$ cat src/rtl/grid_row_scanner_if.sv
// Control/data bundle between the Life datapath and the LED row scanner.
// The master drives the generation vector and scan enable; the slave returns the matrix drive.
interface grid_row_scanner_if;
  logic        en;
  logic [48:0] grid;
  logic        grid_load;
  logic [6:0]  row_n;
  logic [6:0]  col;
  logic        frame_done;
  logic        load_ack;
  logic [5:0]  population;

  modport master (
    output en, grid, grid_load,
    input  row_n, col, frame_done, load_ack, population
  );

  modport slave (
    input  en, grid, grid_load,
    output row_n, col, frame_done, load_ack, population
  );
endinterface

$ cat src/rtl/grid_row_scanner.sv
// Multiplexed 7x7 LED row scanner with a double-buffered, tear-free frame and population count.
// All outputs registered; the frame buffer only changes in IDLE or at the end of row 6.
module grid_row_scanner #(
  parameter int DWELL = 1000,
  parameter int BLANK = 4
) (
  input  logic                clka,
  input  logic                rst_n,
  grid_row_scanner_if.slave   bus
);

  localparam int CMAX = (DWELL > BLANK) ? DWELL : BLANK;
  localparam int CW   = $clog2(CMAX + 1);
  localparam logic [CW-1:0] DWELL_LAST = CW'(DWELL - 1);
  localparam logic [CW-1:0] BLANK_LAST = CW'(BLANK - 1);

  typedef enum logic [1:0] {S_IDLE, S_BLANK, S_SHOW} state_t;

  state_t        state_q, state_d;
  logic [2:0]    row_q, row_d;
  logic [CW-1:0] cnt_q, cnt_d;
  logic [48:0]   sh_q, sh_d;
  logic          pend_q, pend_d;
  logic [48:0]   fb_q, fb_d;
  logic [5:0]    pop_q, pop_d;
  logic [6:0]    row_n_q, row_n_d;
  logic [6:0]    col_q, col_d;
  logic          fd_q, fd_d;
  logic          ack_q, ack_d;
  logic          row_end;
  logic          frame_end;

  function automatic logic [5:0] popcount49(input logic [48:0] v);
    logic [5:0] n;
    n = '0;
    for (int i = 0; i < 49; i++) begin
      n = n + {5'd0, v[i]};
    end
    return n;
  endfunction

  assign row_end   = (state_q == S_SHOW) && (cnt_q == DWELL_LAST);
  assign frame_end = row_end && (row_q == 3'd6);

  always_comb begin
    state_d = state_q;
    row_d   = row_q;
    cnt_d   = cnt_q;
    sh_d    = sh_q;
    pend_d  = pend_q;
    fb_d    = fb_q;
    pop_d   = pop_q;
    fd_d    = 1'b0;
    ack_d   = 1'b0;
    row_n_d = 7'h7F;
    col_d   = 7'h00;

    case (state_q)
      S_IDLE: begin
        row_d = 3'd0;
        cnt_d = '0;
        if (bus.en) state_d = S_BLANK;
      end
      S_BLANK: begin
        if (cnt_q == BLANK_LAST) begin
          cnt_d   = '0;
          state_d = S_SHOW;
        end else begin
          cnt_d = cnt_q + 1'b1;
        end
      end
      S_SHOW: begin
        if (row_end) begin
          cnt_d   = '0;
          state_d = S_BLANK;
          if (row_q == 3'd6) begin
            row_d = 3'd0;
            fd_d  = 1'b1;
          end else begin
            row_d = row_q + 3'd1;
          end
        end else begin
          cnt_d = cnt_q + 1'b1;
        end
      end
      default: state_d = S_IDLE;
    endcase

    if (!bus.en) begin
      state_d = S_IDLE;
      row_d   = 3'd0;
      cnt_d   = '0;
      fd_d    = 1'b0;
    end

    // A load landing exactly on the frame end skips the shadow so it shows next frame.
    if (frame_end && bus.grid_load) begin
      fb_d   = bus.grid;
      sh_d   = bus.grid;
      pop_d  = popcount49(bus.grid);
      pend_d = 1'b0;
      ack_d  = 1'b1;
    end else begin
      if ((state_q == S_IDLE || frame_end) && pend_q) begin
        fb_d   = sh_q;
        pop_d  = popcount49(sh_q);
        pend_d = 1'b0;
        ack_d  = 1'b1;
      end
      if (bus.grid_load) begin
        sh_d   = bus.grid;
        pend_d = 1'b1;
      end
    end

    // SHOW is only entered from BLANK, where fb is stable, so fb_q is the right source.
    if (state_d == S_SHOW) begin
      row_n_d = ~(7'd1 << row_d);
      col_d   = fb_q[int'(row_d) * 7 +: 7];
    end
  end

  always_ff @(posedge clka or negedge rst_n) begin
    if (!rst_n) begin
      state_q <= S_IDLE;
      row_q   <= 3'd0;
      cnt_q   <= '0;
      sh_q    <= '0;
      pend_q  <= 1'b0;
      fb_q    <= '0;
      pop_q   <= 6'd0;
      row_n_q <= 7'h7F;
      col_q   <= 7'h00;
      fd_q    <= 1'b0;
      ack_q   <= 1'b0;
    end else begin
      state_q <= state_d;
      row_q   <= row_d;
      cnt_q   <= cnt_d;
      sh_q    <= sh_d;
      pend_q  <= pend_d;
      fb_q    <= fb_d;
      pop_q   <= pop_d;
      row_n_q <= row_n_d;
      col_q   <= col_d;
      fd_q    <= fd_d;
      ack_q   <= ack_d;
    end
  end

  assign bus.row_n      = row_n_q;
  assign bus.col        = col_q;
  assign bus.frame_done = fd_q;
  assign bus.load_ack   = ack_q;
  assign bus.population = pop_q;

endmodule

$ cat src/flat_wrapper.sv
// flat-port wrapper written by rule: the top's interface ports become plain ports
module grid_row_scanner_flat 
#(
  parameter int DWELL = 1000,
  parameter int BLANK = 4
)
  (clka, rst_n, bus_en, bus_grid, bus_grid_load, bus_row_n, bus_col, bus_frame_done, bus_load_ack, bus_population);
  grid_row_scanner_if bus_i ();
  input  logic clka;
  input  logic rst_n;
  input wire logic [$bits(bus_i.en)-1:0] bus_en;
  input wire logic [$bits(bus_i.grid)-1:0] bus_grid;
  input wire logic [$bits(bus_i.grid_load)-1:0] bus_grid_load;
  output wire logic [$bits(bus_i.row_n)-1:0] bus_row_n;
  output wire logic [$bits(bus_i.col)-1:0] bus_col;
  output wire logic [$bits(bus_i.frame_done)-1:0] bus_frame_done;
  output wire logic [$bits(bus_i.load_ack)-1:0] bus_load_ack;
  output wire logic [$bits(bus_i.population)-1:0] bus_population;
  assign bus_i.en = bus_en;
  assign bus_i.grid = bus_grid;
  assign bus_i.grid_load = bus_grid_load;
  assign bus_row_n = bus_i.row_n;
  assign bus_col = bus_i.col;
  assign bus_frame_done = bus_i.frame_done;
  assign bus_load_ack = bus_i.load_ack;
  assign bus_population = bus_i.population;
  grid_row_scanner #(.DWELL(DWELL), .BLANK(BLANK)) u_core (.clka(clka), .rst_n(rst_n), .bus(bus_i));
endmodule
$ cat config.mk
export PLATFORM = sky130hd
export DESIGN_NAME = grid_row_scanner_flat
export DESIGN_NICKNAME = d
export VERILOG_FILES = /design/src/rtl/grid_row_scanner_if.sv /design/src/rtl/grid_row_scanner.sv /design/src/flat_wrapper.sv
export SDC_FILE = /design/constraint.sdc
export NUM_CORES = 1
export LEC_CHECK = 0
export CAP_MARGIN = 40
export CORE_ASPECT_RATIO = 0.75
export CORE_MARGIN = 4
export CORE_UTILIZATION = 49
export CTS_BUF_LIST = sky130_fd_sc_hd__clkbuf_2
export CTS_CLUSTER_DIAMETER = 200
export DETAILED_ROUTE_END_ITERATION = 7
export PLACE_DENSITY = 0.69
export SYNTH_ARGS = -nofsm -noshare
export SYNTH_HDL_FRONTEND = slang
export SYNTH_SLANG_ARGS = --single-unit
export TNS_END_PERCENT = 20
$ cat constraint.sdc
create_clock -name clka -period 7.48 [get_ports clka]
set_clock_uncertainty 0.1 [all_clocks]
set_input_delay 1.496 -clock clka [delete_from_list [all_inputs] [get_ports clka]]
set_output_delay 1.496 -clock clka [all_outputs]
set_load 0.01 [all_outputs]
Yosys cells after proc, flatten, opt, wreduce, memory -nomap -nowiden --
Cells that the tools add are included.
Word-level totals: register bits after elaboration 136, input port bits 53, output and inout port bits 22
Operators by class: $add $sub $neg 98, multipliers 1, equality and inequality tests 7, shifts and indexed selects 2, muxes and demuxes 29, bitwise logic cells 1, reduce and logical (&&, ||, !) cells 9
Operator list (number):
- $add A6 B1 Y6 | 94
- $mux W49 | 4
- $shiftx A49 B32 Y7 | 1
- $mux W10 | 3
- $pmux W10 S3 | 1
- $mux W7 | 2
- $mux W6 | 2
- $add A10 B1 Y10 const B | 1
- $eq A10 B10 Y1 const B | 1
- $eq A10 B2 Y1 const B | 1
- $mux W1 | 9
- $mux W3 | 3
- $not A7 Y7 | 1
- $shl A1 B3 Y7 const A | 1
- $mul A3 B3 Y6 const B | 1
- $mux W2 | 3
- $pmux W2 S3 | 1
- $pmux W3 S2 | 1
- $add A1 B1 Y2 | 2
- $eq A2 B2 Y1 const B | 2
- $logic_and A1 B1 Y1 | 4
- $ne A4 B1 Y1 const B | 1
- $reduce_bool A2 Y1 | 2
- $add A3 B1 Y3 const B | 1
- 5 further kinds | 5

Logic depth before layout (Yosys ltp) --
Gate-level depths: netlist of run 1.
word-level depth 50, gate-level depth with buffers 22, mapped depth without buffers 22

Worst setup path after synthesis of run 1 --
OpenSTA, ideal clock, no wires.
path type input-to-reg, from input port bus_grid[0], to register u_core.pop_q[5], in the netlist u_core.bus.population[5], library setup time 0.137 ns, data arrival time 6.365 ns, data required time 7.243 ns, path slack 0.877 ns, stages 19, buffers on the path 0, cells stage by stage ha_1 > inv_1 > fa_1 > fa_1 > inv_1 > fa_1 > fa_1 > fa_1 > fa_1 > inv_1 > fa_1 > inv_1 > ha_1 > a21o_1 > a21oi_1 > nor2b_1 > o21a_1 > nor3_1 > a21oi_1
Between the ends: cells in the longest elaborated chain, start to end 49
Ends and longest elaborated chain:
- start: declaration | RTL line flat_wrapper.sv:12 | input wire logic [$bits(bus_i.grid)-1:0] bus_grid;
- $add A1 B1 Y2 | RTL line grid_row_scanner.sv:37 | n = n + {5'd0, v[i]};
- $add A6 B1 Y6 (47 in a row) | RTL line grid_row_scanner.sv:37
- $mux W6 | RTL line grid_row_scanner.sv:97 | if (frame_end && bus.grid_load) begin
- end signal: assignment | RTL line grid_row_scanner.sv:143 | pop_q <= pop_d;
- end: declaration | RTL line grid_row_scanner.sv:25 | logic [5:0] pop_q, pop_d;
No other way between the ends. A chain may end at the register's enable or synchronous reset.

Worst setup path in the final report of run 1 --
Ends and elaborated chain as after synthesis.

==> results of run 1 <==
-- stage by stage --
step | cells | instance area [um2]
6_report | 1203 | 10000
5_1_grt | 1203 | 10000
4_1_cts | 1203 | 10000
3_5_place_dp | 1171 | 9770
3_3_place_gp | 1167 | 9700
2_1_floorplan | 885 | 8800
-- sequential cells by signal, summed over array words and instances, names as in the netlist, 2 cells and up --
| name | count |
|---|---|
| u_core.bus.col | 7 |
| u_core.bus.population | 6 |
| u_core.bus.row_n | 7 |
| u_core.cnt_q | 10 |
| u_core.fb_q | 49 |
| u_core.row_q | 3 |
| u_core.sh_q | 49 |
| u_core.state_q | 2 |
-- worst reg2reg max path: stages, from the launching register on --
cell	delay, ns
dfrtp_1	0.44
ha_1	0.30
inv_1	0.07
fa_1	0.45
fa_1	0.50
fa_1	0.54
fa_1	0.44
fa_1	0.58
fa_1	0.45
fa_1	0.49
inv_1	0.05
ha_1	0.23
fa_1	0.42
a21oi_1	0.15
nor2_1	0.05
nor2_1	0.11
xor2_1	0.15
nor2_1	0.05
a21oi_1	0.12
a21oi_1	0.08
-- cell families (layout without fill, tap and decap cells) --
group                      Yosys count  in the layout  synth area share
muxes                               61             61            0.0731
and+or+nand+nor                    196            196            0.0998
buffers and inverters              197            273            0.0901
xor gates and xnor gates             9              9           0.00896
AOI/OAI and AO/OA                  179            179             0.120
adders and majority gates          107            107             0.220
DFF                                136            136             0.388
-- cell type report --
type	instances	share of cell area
Multi-Input combinational cell	552	0.460
Sequential cell	136	0.340
Timing Repair Buffer	82	0.0832
Inverter	159	0.0602
Tap cell	242	0.0302
Clock inverter	14	0.0173
Clock buffer	18	0.00898
-- placed cells by master (no fill, tap or decap), types with 3 or more instances in the layout --
cell	n
inv_1	157
dfrtp_1	129
nor2_1	103
a21oi_1	99
fa_1	80
clkdlybuf4s50_1	72
nand2_1	47
o21ai_0	35
mux2i_1	35
ha_1	27
mux2_2	26
clkbuf_2	18
nand3_1	13
nand2b_1	8
dfstp_2	7
o211ai_1	6
a32o_1	6
a21o_1	6
xnor2_1	6
o2bb2ai_1	5
clkinv_4	5
buf_4	5
a31oi_1	4
and3_1	3
nor3_1	3
xor2_1	3
bufinv_16	3
inv_6	3
buf_12	3
-- where the power goes --
| group | internal [mW] | switching (mW) | leakage [nW] |
|---|---|---|---|
| registers | 0.848 | 0.0785 | 1.67 |
| clock network | 0.192 | 0.301 | 0.161 |
| logic | 1.70 | 1.92 | 3.00 |
-- routing by layer --
layer	global-route usage	up-vias	wire length (um)
met5	0	-	0
met4	0.0325	0	149
li1	-	2960	-
met2	0.317	201	8880
met1	0.338	3097	9930
met3	0.0698	17	1910
-- final timing paths --
kind                       slack, ns  cells after the start                       end       startpoint
setup / recovery                0.93                     20  u_core.bus.population[5]      bus_grid[0]
hold / removal                  0.44                      1           u_core.cnt_q[8]  u_core.cnt_q[8]
setup reg to reg                1.60                     19  u_core.bus.population[4]   u_core.sh_q[0]
hold reg to reg                 0.44                      1           u_core.cnt_q[8]  u_core.cnt_q[8]
max in group asynchronous       5.54                      3           u_core.sh_q[17]            rst_n
min in group asynchronous       0.61                      1           u_core.cnt_q[2]            rst_n
==> summary.txt, run 1 <==
Setup path
  – Most used cell, CP: fa_1
  – Worst path bufs/invs: 5
  – Largest stage delay on the critical path: roughly 0.55 ns
  – Req. time, crit path: approximately 8.0 ns
  – Critical path type: input port to flip-flop
  – Crit end category: flip-flop
  – Worst endpoint data arrival time: 7.06 ns
  – CP cell instances: clkdlybuf4s50_1 -> ha_1 -> inv_1 -> fa_1 -> fa_1 -> inv_1 -> fa_1 -> fa_1 -> fa_1 -> fa_1 -> inv_1 -> fa_1 -> inv_1 -> ha_1 -> a21o_1 -> a21oi_1 -> nor2b_1 -> o21a_1 -> nor3_1 -> a21oi_1
  – Startpoint type of the worst setup path: input port
  – Crit-path leading delay family: adder cells
  – Critical path fanouts, max: 3
  – Slowest stage cell, crit path: fa_1

Synthesis
  – Avg Cell Area, Syn: 9.94 um2
  – Netlist cell types: 58
  – Post-synth top area cell: dfrtp_1
  – Most numerous cell in the Yosys netlist: inv_1
  – Ys flop type: dfrtp_1
  – Mapped Area: 8800 um2
  – Post-synthesis sequential area ratio: 0.388
  – Synth top area cells: dfrtp_1, fa_1, inv_1
  – Asr flop ratio synth: 1.00
  – Post-synth EDFFs: 0
  – Synth cell count leaders: inv_1, dfrtp_1, nor2_1, a21oi_1, fa_1
  – Post-Syn Nets: roughly 1,000
  – Ys Warns: 0
  – Area share of the largest cell type after synthesis: 0.367
  – Post-synthesis instance total: 885
  – Yosys reg bits: ~140

Finish
  – Ant. Diodes: 0
  – Layout cells sized above 1: 0.0999
  – Fillers: 1,604
  – Reg area: 3410 um2
  – NumNets Final: around 1,100
  – Finished Core Util: 0.568
  – Multi-input logic area: between 4000 and 5000 um2
  – Area delta synth->final: 14.0%

Timing
  – RSZ-0062 raised after global routing: no
  – Post-route setup slack: 0.928 ns
  – Worst relative slew slack: 0.553
  – Setup TNS: 0 ns
  – Fin. Hold Viols: 0
  – Fmax: between 150 and 200 MHz
  – Number of setup violations in the final report: 0
  – Final cycle utilization of the critical path: 0.876
  – Hold_ws: ~0.44 ns
  – Slew Limit Fails: 0
  – Slew at the pin with the worst max-slew slack: around 0.67 ns
  – Crit path time final: 6.55 ns

Detailed routing
  – Final wirelength: about 21,000 um
  – Router iterations before antenna repair: 6
  – Residual DRC: 0
  – Vias per cell: between 5 and 6
  – Wire per inst: 17.3 um
  – DRT iter0 DRCs: 516
  – Routed vias: 6,275
  – ANT nets after route: 0

GRT
  – Antenna violations before repair: 1
  – GR Overflow Total: 0
  – Vias in the first global route: ~6,000
  – Global-route wire length before repair: about 34,000 um
  – Largest net degree at the start of global routing: 69
  – GRT Total Usage: 0.221

Floorplanning
  – I/O pins: 75
  – Initial Util: 0.498
  – Die H: about 120 um
  – Num rows: between 40 and 50
  – Die width: 163 um
  – Total die area: just over 20,000 um2
  – Core Box Area: between 15,000 and 20,000 um2

Clocking
  – Reg clk slew, reported paths: 0.21 ns
  – Num CTS Buffers: 17
  – H-tree lvl count: 4
  – CTS tree: yes
  – Maximum root-to-sink buffer count: 2
  – Clock root cell: clkbuf_2
  – Clock latency on the worst-skew pair: approximately 0.77 ns
  – Post_cts resized: 0
  – # hold bufs at CTS: 0
  – Setup bufs post-CTS: 0
  – Sink Count: roughly 140

Flow run
  – Max Cap Viol: 0

Placed design
  – Hpwl dp: between 15,000 and 20,000 um
  – Setup WS pre-CTS: 0.145 ns
  – Final GP Congestion: roughly 0.84
  – Port Buffers: between 70 and 80

Power
  – Power per cell area: ~500 nW/um2
  – Overall power: a little over 5 mW
  – Pleak: between 4 and 5 nW
  – Max VDD drop: 784 uV

Hold path
  – HP Class: flip-flop to flip-flop

Run status
  – Outcome: complete, no violations
No activity file was read; power rests on OpenSTA's default activity.
==> run 2: changes to the inputs <==
- CAP_MARGIN: 40 -> 10
==> run 2 against run 1 <==
Sequential share of layout area rose by 0.45 points. Fmax fell by 0.20%. Final area fell by 1.3%. Critical path type unchanged. Critical endpoint unchanged. Largest cell class unchanged.
==> summary.txt, run 2 (synthesis results as in run 1) <==
Setup path
  – R2r worst-path depth: 19
  – Req. time, crit path: between 7 and 8 ns
  – Slowest stage cell, crit path: fa_1
  – Worst endpoint data arrival time: 7.07 ns
  – Crit path launch: bus_grid[1]
  – FF-to-FF End: u_core.bus.population[4]
  – Reg-to-reg startpoint: u_core.sh_q[1]
  – Reg2Reg Setup Slack: 1.54 ns
  – Most used cell, CP: fa_1
  – Critical path type: input port to flip-flop
  – Largest stage delay on the critical path: approximately 0.54 ns
  – Startpoint type of the worst setup path: input port
  – Critical path fanouts, max: 3
  – CP cell instances: clkdlybuf4s50_1 -> ha_1 -> inv_1 -> fa_1 -> fa_1 -> inv_1 -> fa_1 -> fa_1 -> fa_1 -> fa_1 -> inv_1 -> fa_1 -> inv_1 -> ha_1 -> a21o_1 -> a21oi_1 -> nor2b_1 -> o21a_1 -> nor3_1 -> a21oi_1
  – Crit end category: flip-flop
  – End of the critical path: u_core.bus.population[5]

Detailed routing
  – Wire per inst: between 15 and 20 um
  – Router iterations before antenna repair: 5
  – Final wirelength: ~21,000 um
  – Routed vias: around 6,200
  – Residual DRC: 0
  – Vias per cell: slightly above 5
  – ANT nets after route: 0
  – DRT iter0 DRCs: 508

Finish
  – Most common cell after layout, fill and taps aside: inv_1
  – Fillers: 1,637
  – NumNets Final: between 1,000 and 1,500
  – Most frequent cells in the layout: inv_1, dfrtp_1, nor2_1, a21oi_1, fa_1
  – Ant. Diodes: 0
  – Layout cells sized above 1: 0.0930
  – Area delta synth->final: 12.5%
  – Top flop regs: u_core.fb_q: 49 flops, u_core.sh_q: 49 flops, u_core.cnt_q: 10 flops

Power
  – Pleak: approximately 4.7 nW
  – Overall power: 4.94 mW
  – Max VDD drop: 797 uV
  – Power per cell area: roughly 500 nW/um2

Floorplanning
  – Die H: around 120 um
  – Total die area: about 20,000 um2
  – Die width: about 160 um
  – Core Box Area: approximately 18,000 um2
  – Num rows: between 40 and 50
  – Initial Util: 0.498
  – I/O pins: 75

GRT
  – Vias in the first global route: about 6,100
  – Largest net degree at the start of global routing: 85
  – GR Overflow Total: 0
  – GRT Total Usage: 0.223
  – Antenna violations before repair: 1
  – Global-route wire length before repair: ~34,000 um

Placed design
  – Setup WS pre-CTS: around 0.14 ns
  – Hpwl dp: around 16,000 um
  – Final GP Congestion: between 0.8 and 0.9
  – Port Buffers: between 70 and 80

Clocking
  – Reg clk slew, reported paths: 0.24 ns
  – Setup bufs post-CTS: 0
  – Clock root cell: clkbuf_2
  – CTS tree: yes
  – # hold bufs at CTS: 0
  – Sink Count: 136
  – Num CTS Buffers: 17
  – Clock latency on the worst-skew pair: about 0.75 ns
  – H-tree lvl count: 4
  – Maximum root-to-sink buffer count: 2
  – Post_cts resized: 0

Hold path
  – HP Class: flip-flop to flip-flop
  – WHS Path Cells: 1

Timing
  – Setup TNS: 0 ns
  – Fmax: approximately 150 MHz
  – Slew at the pin with the worst max-slew slack: 1.09 ns
  – Number of setup violations in the final report: 0
  – Post-route setup slack: roughly 0.91 ns
  – RSZ-0062 raised after global routing: no
  – Slew Limit Fails: 0
  – Worst relative slew slack: 0.271
  – Final cycle utilization of the critical path: 0.878
  – Crit path time final: between 6 and 7 ns
  – Fin. Hold Viols: 0

Run status
  – Outcome: complete, no violations

Flow run
  – Max Cap Viol: 0
==> run 2: per-layer routing <==
layer	GRT usage	wire length, um
met2	0.312	8790
met4	0.0461	184
met5	0	0
met1	0.344	10300
met3	0.0658	1750
==> run 2: area by class of cell <==
class,instances,area [um2],share of cell area
multi-input cells,552,4610,0.466
well taps,242,303,0.0306
flip-flops and latches,136,3410,0.345
clock inverters,14,111,0.0112
inverters,159,604,0.0610
clock buffers,18,90.1,0.00910
repair buffers,78,767,0.0775
==> run 2: stage by stage <==
step	util	hold slack (ns)	std cells	instance area [um2]
2_1_floorplan	-	0.365	885	8800
3_3_place_gp	0.549	0.413	1167	9700
3_5_place_dp	0.549	0.402	1167	9700
4_1_cts	0.561	0.433	1199	9900
5_1_grt	0.561	0.461	1199	9900
6_report	0.561	0.432	1199	9900
==> run 2: worst min path at each step <==
stage               startpoint               to  slack [ns]
2_1_floorplan  u_core.cnt_q[8]  u_core.cnt_q[8]        0.36
3_3_place_gp   u_core.cnt_q[8]  u_core.cnt_q[8]        0.41
3_5_place_dp   u_core.cnt_q[8]  u_core.cnt_q[8]        0.40
4_1_cts        u_core.cnt_q[8]  u_core.cnt_q[8]        0.43
5_1_grt        u_core.cnt_q[0]  u_core.cnt_q[0]        0.46
6_report       u_core.cnt_q[8]  u_core.cnt_q[8]        0.43
==> run 2: power by group <==
group | total [mW] | internal (mW) | leakage (nW) | switching [mW]
clock | 0.409 | 0.116 | 0.116 | 0.293
combinational | 3.60 | 1.69 | 2.96 | 1.91
sequential | 0.927 | 0.848 | 1.67 | 0.0791
==> run 2: worst max-delay path: cells and delay by family <==
family	cells	cell delay [ns]
AND/OR/NAND/NOR	2	0.21
buffers and inverters	5	0.71
adder cells (fa/ha/maj)	9	4.02
AO/OA/AOI/OAI	4	0.64
==> run 3: changes to the inputs <==
- SKIP_LAST_GASP: unset -> 1
==> results of run 3 <==
Final layout, timing and power as in run 2 (identical DEF).
